===== config.mk =====
export PLATFORM = sky130hd
export DESIGN_NAME = fir_coef_loader_flat
export DESIGN_NICKNAME = d
export VERILOG_FILES = /design/src/rtl/fir_coef_loader_if.sv /design/src/rtl/fir_coef_loader.sv /design/src/flat_wrapper.sv
export SDC_FILE = /design/constraint.sdc
export NUM_CORES = 1
export LEC_CHECK = 0
export CORE_ASPECT_RATIO = 0.7
export CORE_MARGIN = 2
export CORE_UTILIZATION = 50
export CTS_CLUSTER_DIAMETER = 50
export CTS_CLUSTER_SIZE = 16
export DETAILED_ROUTE_END_ITERATION = 7
export GPL_TIMING_DRIVEN = 0
export MAX_ROUTING_LAYER = met4
export PLACE_DENSITY = 0.91
export SLEW_MARGIN = 20
export SYNTH_ARGS = -nofsm -noshare
export SYNTH_HDL_FRONTEND = slang
export SYNTH_SLANG_ARGS = --single-unit

===== constraint.sdc =====
create_clock -name ph1 -period 1.9 [get_ports ph1]
set_input_delay 0.285 -clock ph1 [delete_from_list [all_inputs] [get_ports ph1]]
set_output_delay 0.285 -clock ph1 [all_outputs]
set_load 0.005 [all_outputs]

===== src/rtl/fir_coef_loader_if.sv =====
// fir_coef_loader_if: load handshake and serial shift-chain signals of the coefficient loader
interface fir_coef_loader_if #(
    parameter int NTAPS = 4,
    parameter int CW    = 8
);
    localparam int NB = NTAPS * CW;
    localparam int BW = $clog2(NB + 1);
    logic [NB-1:0] coef_in;
    logic          load_valid;
    logic          load_ready;
    logic          shiftIn;
    logic          shiftClkEn;
    logic          busy;
    logic          done;
    logic [BW-1:0] bit_idx;
    modport master (
        output coef_in, load_valid,
        input  load_ready, shiftIn, shiftClkEn, busy, done, bit_idx
    );
    modport slave (
        input  coef_in, load_valid,
        output load_ready, shiftIn, shiftClkEn, busy, done, bit_idx
    );
endinterface


===== src/rtl/fir_coef_loader.sv =====
// fir_coef_loader: serializes a parallel FIR coefficient set MSB-first onto a gated shift chain
module fir_coef_loader #(
    parameter int NTAPS  = 4,
    parameter int CW     = 8,
    parameter int SETTLE = 2
) (
    input logic           ph1,
    input logic           resetb,
    fir_coef_loader_if.slave bus
);
    localparam int NB = NTAPS * CW;
    localparam int BW = $clog2(NB + 1);
    localparam int SW = (SETTLE > 1) ? $clog2(SETTLE) : 1;
    localparam logic [1:0] IDLE  = 2'd0;
    localparam logic [1:0] SHIFT = 2'd1;
    localparam logic [1:0] SETL  = 2'd2;
    localparam logic [1:0] DONE  = 2'd3;

    logic [1:0]    state_q, state_d;
    logic [NB-1:0] shadow_q, shadow_d;
    logic [BW-1:0] bit_idx_q, bit_idx_d;
    logic [SW-1:0] cnt_q, cnt_d;
    logic          shift_in_q, shift_in_d;
    logic          clk_en_q, clk_en_d;
    logic          busy_q, busy_d;
    logic          done_q, done_d;

    assign bus.load_ready = (state_q == IDLE);
    assign bus.shiftIn    = shift_in_q;
    assign bus.shiftClkEn = clk_en_q;
    assign bus.busy       = busy_q;
    assign bus.done       = done_q;
    assign bus.bit_idx    = bit_idx_q;

    // Next-state logic; the shadow holds the bits not yet presented, so the first bit goes out on the accept edge
    always_comb begin
        state_d    = state_q;
        shadow_d   = shadow_q;
        bit_idx_d  = bit_idx_q;
        cnt_d      = cnt_q;
        busy_d     = busy_q;
        shift_in_d = 1'b0;
        clk_en_d   = 1'b0;
        done_d     = 1'b0;
        case (state_q)
            IDLE: if (bus.load_valid) begin
                shadow_d   = bus.coef_in << 1;
                shift_in_d = bus.coef_in[NB-1];
                clk_en_d   = 1'b1;
                busy_d     = 1'b1;
                bit_idx_d  = '0;
                state_d    = SHIFT;
            end
            SHIFT: begin
                bit_idx_d = bit_idx_q + 1'b1;
                if (bit_idx_q == BW'(NB - 1)) begin
                    cnt_d   = '0;
                    state_d = (SETTLE == 0) ? DONE : SETL;
                    done_d  = (SETTLE == 0);
                end else begin
                    shift_in_d = shadow_q[NB-1];
                    shadow_d   = shadow_q << 1;
                    clk_en_d   = 1'b1;
                end
            end
            SETL: begin
                cnt_d = cnt_q + 1'b1;
                if (int'(cnt_q) == SETTLE - 1) begin
                    state_d = DONE;
                    done_d  = 1'b1;
                end
            end
            default: begin
                busy_d  = 1'b0;
                state_d = IDLE;
            end
        endcase
    end

    // State and registered outputs; reset drops the shift enable without waiting for a clock
    always_ff @(posedge ph1 or negedge resetb) begin
        if (!resetb) begin
            state_q    <= IDLE;
            shadow_q   <= '0;
            bit_idx_q  <= '0;
            cnt_q      <= '0;
            shift_in_q <= 1'b0;
            clk_en_q   <= 1'b0;
            busy_q     <= 1'b0;
            done_q     <= 1'b0;
        end else begin
            state_q    <= state_d;
            shadow_q   <= shadow_d;
            bit_idx_q  <= bit_idx_d;
            cnt_q      <= cnt_d;
            shift_in_q <= shift_in_d;
            clk_en_q   <= clk_en_d;
            busy_q     <= busy_d;
            done_q     <= done_d;
        end
    end
endmodule


===== src/flat_wrapper.sv =====
// flat-port wrapper written by rule: the top's interface ports become plain ports
module fir_coef_loader_flat 
#(
    parameter int NTAPS  = 4,
    parameter int CW     = 8,
    parameter int SETTLE = 2
)
  (ph1, resetb, bus_coef_in, bus_load_valid, bus_load_ready, bus_shiftIn, bus_shiftClkEn, bus_busy, bus_done, bus_bit_idx);
  fir_coef_loader_if #(.NTAPS(NTAPS), .CW(CW)) bus_i ();
  input logic ph1;
  input logic resetb;
  input wire logic [$bits(bus_i.coef_in)-1:0] bus_coef_in;
  input wire logic [$bits(bus_i.load_valid)-1:0] bus_load_valid;
  output wire logic [$bits(bus_i.load_ready)-1:0] bus_load_ready;
  output wire logic [$bits(bus_i.shiftIn)-1:0] bus_shiftIn;
  output wire logic [$bits(bus_i.shiftClkEn)-1:0] bus_shiftClkEn;
  output wire logic [$bits(bus_i.busy)-1:0] bus_busy;
  output wire logic [$bits(bus_i.done)-1:0] bus_done;
  output wire logic [$bits(bus_i.bit_idx)-1:0] bus_bit_idx;
  assign bus_i.coef_in = bus_coef_in;
  assign bus_i.load_valid = bus_load_valid;
  assign bus_load_ready = bus_i.load_ready;
  assign bus_shiftIn = bus_i.shiftIn;
  assign bus_shiftClkEn = bus_i.shiftClkEn;
  assign bus_busy = bus_i.busy;
  assign bus_done = bus_i.done;
  assign bus_bit_idx = bus_i.bit_idx;
  fir_coef_loader #(.NTAPS(NTAPS), .CW(CW), .SETTLE(SETTLE)) u_core (.ph1(ph1), .resetb(resetb), .bus(bus_i));
endmodule

======== Word-level counts from Yosys, hierarchy flattened ========
Cells that the tools add are included.
word-level totals
  register bits after elaboration ......... 45
  input port bits ......................... 35
  output and inout bits ................... 11
  word-level logic and storage cells ...... 48
cells by class
  add/sub/neg operators ................... 2
  equality and inequality tests ........... 7
  muxes and demuxes ....................... 21
  bitwise gates (word level) .............. 1
  reductions and logical operators ........ 9
operators with widths
  operator             count
  $mux 32              2
  $pmux 32 s2          1
  $pmux 6 s2           1
  $mux 1               8
  $pmux 1 s2           4
  $add 6x1->6 const B  1
  $eq 6x5->1 const B   1
  $mux 2               3
  $mux 6               1
  $pmux 2 s3           1
  $reduce_and 2->1     3
  $reduce_and 3->1     2
  $ne 2x1->1 const B   2
  $ne 2x2->1 const B   2
  $reduce_bool 2->1    2
  $eq 2x1->1 const B   1
  $eq 2x2->1 const B   1
  $logic_not 2->1      1
  $reduce_or 2->1      1
  $add 1x1->1 const B  1
  $not 1->1            1

======== Longest topological paths before layout ========
  depth after elaboration ................. 4
  depth in mapped cells ................... 9
  depth with buffers taken out ............ 6

======== Least setup slack after synthesis ========
OpenSTA, ideal clock, no wires.
  path type ............................... register to register
  from .................................... reg u_core.state_q[0]
  to ...................................... reg u_core.shadow_q[28]
  setup time .............................. 0.077 ns
  arrival ................................. 1.676 ns
  data required time ...................... 1.823 ns
  setup slack ............................. 0.147 ns
  stages on the path, launching flop included .. 10
  path buffers ............................ 3
  period minus slack after synthesis ...... 1.753 ns
  cells stage by stage .................... dfrtp_1 inv_1 ha_1 buf_6 mux2_4 nand2_1 buf_4 buf_4 o22ai_1 a21oi_1
between the ends
  longest elaborated chain between the ends .. 3
  elaborated cells between the ends (all ways) .. 7
  those cells by class .................... eq/ne (3); mux (1); reduce/logical (3)
RTL lines
  what                                                              line                   text
  from (decl)                                                       fir_coef_loader.sv:19  logic [1:0] state_q, state_d;
  from (signal assigned)                                            fir_coef_loader.sv:92  state_q <= state_d;
  $logic_not 2->1 *                                                 --
  via bus_load_ready                                                flat_wrapper.sv:14     output wire logic [$bits(bus_i.load_ready)-1:0] bus_load_ready;
  $ne 2x2->1 (no source line) or $reduce_bool 2->1 (tied branches)  --
  $reduce_and 3->1 (no source line)                                 --
  to (signal assigned)                                              fir_coef_loader.sv:93  shadow_q <= shadow_d;
  to (decl)                                                         fir_coef_loader.sv:20  logic [NB-1:0] shadow_q, shadow_d;
The timed path passes the listed nets; every way through them passes the cells marked *.
A chain may end at the register's enable or synchronous reset.

======== Worst setup path in the final report ========
  from .................................... reg u_core.state_q[0]
  to ...................................... reg u_core.shadow_q[15]
between the ends
  longest elaborated chain between the ends .. 3
  elaborated cells between the ends (all ways) .. 7
  those cells by class .................... eq/ne (3); mux (1); reduce/logical (3)
RTL lines
  what                                                              line                   text
  $eq 2x1->1 or $logic_not 2->1 (tied branches)                     fir_coef_loader.sv:45  case (state_q)
  $ne 2x2->1 (no source line) or $reduce_bool 2->1 (tied branches)  --
  $reduce_and 3->1 (no source line)                                 --
Several ways; a longest one is shown, not always the timed one.

==> results <==
## final timing paths
path                              startpoint               endpoint  slack (ns)
setup / recovery           u_core.state_q[0]    u_core.shadow_q[15]        0.02
hold / removal                        resetb  u_core.bus.bit_idx[3]        0.44
setup reg to reg           u_core.state_q[0]    u_core.shadow_q[15]        0.02
hold reg to reg                 u_core.cnt_q        u_core.bus.done        0.51
max in group asynchronous             resetb    u_core.shadow_q[30]        0.97
min in group ph1                u_core.cnt_q        u_core.bus.done        0.51
## cells by family after synthesis
| family | count (synthesis) | synth area share (%) |
|---|---|---|
| AOI/OAI and AO/OA | 103 | 29.17 |
| and+or+nand+nor | 27 | 6.213 |
| muxes | 7 | 3.609 |
| adders and majority gates | 5 | 2.959 |
| DFF | 44 | 52.07 |
| buffers and inverters | 23 | 5.976 |
## cell usage after synthesis
cell type                  count  area share, %
sky130_fd_sc_hd__and2_1        1           0.30
sky130_fd_sc_hd__dfrtp_1      44             52
sky130_fd_sc_hd__a32o_1        2           0.95
sky130_fd_sc_hd__a221o_1       1           0.47
sky130_fd_sc_hd__o22a_1        1           0.41
sky130_fd_sc_hd__buf_4         3            1.1
sky130_fd_sc_hd__a21oi_1      31            7.3
sky130_fd_sc_hd__inv_1         5           0.89
sky130_fd_sc_hd__ha_1          5            3.0
sky130_fd_sc_hd__mux2_4        1           0.71
sky130_fd_sc_hd__mux2_2        1           0.53
sky130_fd_sc_hd__buf_6         3            1.6
sky130_fd_sc_hd__mux2i_1       5            2.4
sky130_fd_sc_hd__a22o_1        1           0.41
sky130_fd_sc_hd__and3_1        2           0.59
sky130_fd_sc_hd__o21ai_0       6            1.4
sky130_fd_sc_hd__o21bai_1      1           0.36
sky130_fd_sc_hd__nand3_1       3           0.71
sky130_fd_sc_hd__nand2_1      12            2.1
sky130_fd_sc_hd__o21ai_2       1           0.41
sky130_fd_sc_hd__nor2b_1       1           0.30
sky130_fd_sc_hd__nand3_2       1           0.47
sky130_fd_sc_hd__clkbuf_1      7            1.2
sky130_fd_sc_hd__o21ai_1       1           0.24
sky130_fd_sc_hd__nand2b_1      2           0.59
sky130_fd_sc_hd__nor2_1        2           0.36
sky130_fd_sc_hd__buf_2         5            1.2
sky130_fd_sc_hd__o22ai_1      58             17
sky130_fd_sc_hd__nor3_1        2           0.47
sky130_fd_sc_hd__or2_1         1           0.30
## metal layers
layer / vias to the layer above / global-route usage [%]
li1: 935 / -
met2: 113 / 37.40
met1: 997 / 33.10
met4: 0 / 9.286
met5: - / -
met3: 16 / 6.902
## power breakdown
part | internal, µW | switching (µW) | leakage [µW]
combinational | 1430 | 1390 | 0.000618
clock | 291 | 330 | 0.0000510
sequential | 1380 | 334 | 0.000511
## per-stage QoR
step | std cells | setup TNS [ns] | setup slack, ns | total power (µW) | hold slack, ns
final | 328 | 0 | 0.01557 | 5150 | 0.4396
after detailed placement | 307 | -0.7298 | -0.09082 | 3967 | 0.2358
after CTS | 320 | 0 | 0.008239 | 4698 | 0.4433
after floorplan | 209 | 0 | 0.1470 | 3245 | -0.01059
after global placement | 306 | -26.03 | -0.5944 | 3803 | 0.4719
after global routing | 328 | -0.04054 | -0.01329 | 5470 | 0.4855
## repair_timing
action / 4_1_cts / 5_1_grt
hold endpoints to repair: 16 / 0
pin swaps: 0 / 5
gates resized for setup: 6 / 18
setup endpoints to repair: 14 / 32
hold buffers: 1 / 0
buffers inserted: 4 / 6
gates cloned: 0 / 2
## sequential cells by signal, indices dropped and copies added (netlist names)
name and count:
u_core.shadow_q 31, u_core.bus.bit_idx 6, u_core.state_q 2, u_core.bus.busy 1
u_core.bus.done 1, u_core.bus.shiftClkEn 1, u_core.bus.shiftIn 1, u_core.cnt_q 1
## placed cells by master, fill, tap and decap left out, drive strengths merged
| cell type | n |
|---|---|
| a21oi | 31 |
| a221o | 1 |
| a22o | 1 |
| a32o | 2 |
| and2 | 1 |
| and3 | 2 |
| buf | 22 |
| clkbuf | 15 |
| clkdlybuf4s50 | 44 |
| clkinv | 2 |
| dfrtp | 44 |
| dlygate4sd3 | 1 |
| ha | 5 |
| inv | 5 |
| mux2 | 3 |
| mux2i | 5 |
| nand2 | 12 |
| nand2b | 2 |
| nand3 | 4 |
| nor2 | 2 |
| nor2b | 1 |
| nor3 | 2 |
| o21ai | 8 |
| o21bai | 1 |
| o22a | 1 |
| o22ai | 58 |
| or2 | 1 |
## critical path, stage by stage, from the launching register on
cell and delay [ns]:
sky130_fd_sc_hd__dfrtp_1 0.44, sky130_fd_sc_hd__ha_1 0.25, sky130_fd_sc_hd__buf_4 0.18, sky130_fd_sc_hd__mux2_4 0.33, sky130_fd_sc_hd__nand2_2 0.10, sky130_fd_sc_hd__buf_6 0.13
sky130_fd_sc_hd__buf_4 0.15, sky130_fd_sc_hd__o22ai_1 0.09, sky130_fd_sc_hd__a21oi_1 0.14
## area by class of cell
type | instances | share of cell area, %
Buffer | 18 | 4.697
Clock buffer | 6 | 2.818
Clock inverter | 2 | 0.3416
Inverter | 5 | 0.6405
Multi-Input combinational cell | 143 | 31.64
Sequential cell | 44 | 37.57
Tap cell | 52 | 2.220
Timing Repair Buffer | 58 | 20.07
==> qor.yml <==
timing_max_transition_violations_final: 0
nets: 315
cts_buffers: 5
critPathArrivalTime_ns: 2.11
ff_latch_area_um2: 1101
worstMarginPinSlew_ns: 0.5417
cp-start-kind: "flip-flop"
synth_cells: 209
path_class: "flip-flop to flip-flop"
num_antenna_cells: 0
sum_of_routed_wire_length_over_all_layers_um: 5853
grt-ovfl-total: 0
maximum_ir_drop_on_the_vdd_rail_mv: 0.8268
grt_pass1_wl_um: 8666
wl_per_cell_um: 17.84
design.portCount: 46
outcome: "complete, no violations"
dpl-instance-area_um2: 2645
rows: 19
via_per_inst: 6.284
layout-area-overhead-vs-synth_pct: 38.58
detail_placement_hpwl_um: 3727
drt_pass1_iterations: 5
worstRegToRegCells: 8
final_antenna_net_count: 0
place.gp.congestion: 0.8343
worst_skew_pair.late_latency_ns: 0.30
cts.htree.levels: 2
period_share_pct: 99.18
route.detailed.drc: 0
largest_net_degree_at_the_start_of_global_routing: 29
floorplan.initialDensity_pct: 52.94
met1_length_um: 2487
leakage_component_of_the_power_uw: 0.001180
grt_antenna_before_repair: 0
numClockSinks: 44
synthesis.area_um2: 2115
place.port_buffers: 45
setup_viol: 0
synth_cell_type_count: 30
first_global_vias: 1880
grt_use_total_pct: 25.08
layout.cell_area.non_filler_um2: 2930
power_density_nw_per_um2: 1758
clock-root-buffer: "sky130_fd_sc_hd__clkbuf_8"
rsz0062_at_grt: "true"
maxCapViolCount: 0
uppermost_metal_layer_occupied_by_signal_nets: "met4"
die_x_um: 81.73
multi_input_gate_area_um2: 927.1
design.die.area_um2: 4774
drt-initial-drc-count: 154
ys_seq_elements: 44
finalCriticalPeriod_ns: 1.884
sum_of_met2_wire_segment_lengths_after_detailed_routing_um: 2771
synth_nets: 249
min-delay-path-class: "primary input to async pin"
worstSetupEndpointType: "flip-flop"
ys_seq_area_share_pct: 52.07
maxSlewHeadroom_pct: 63.89
core_area_um2: 3994
cp_data_required_time_ns: 2.13
dr_wl_met3_um: 432
clockBufferDepth: 2
worst_clock_skew_ns: 0.007731
report.final.hold_viol_count: 0
max_freq_mhz: 530.7
clkSlewWorstSetupHoldPaths_ns: 0.09
yosysWarnings: 0
layout-drive-gt1-share_pct: 16.67
final.fill_count: 289
finish.utilization_pct: 73.37
clock_tree_from_tritoncts: "built"
critical_path_peak_fanout: 11
postSynthAreaPerCell_um2: 10.12
fp.dieH_um: 58.41
detailroute.via_count: 2061
Note: power is estimated with default switching activity, not from simulation.
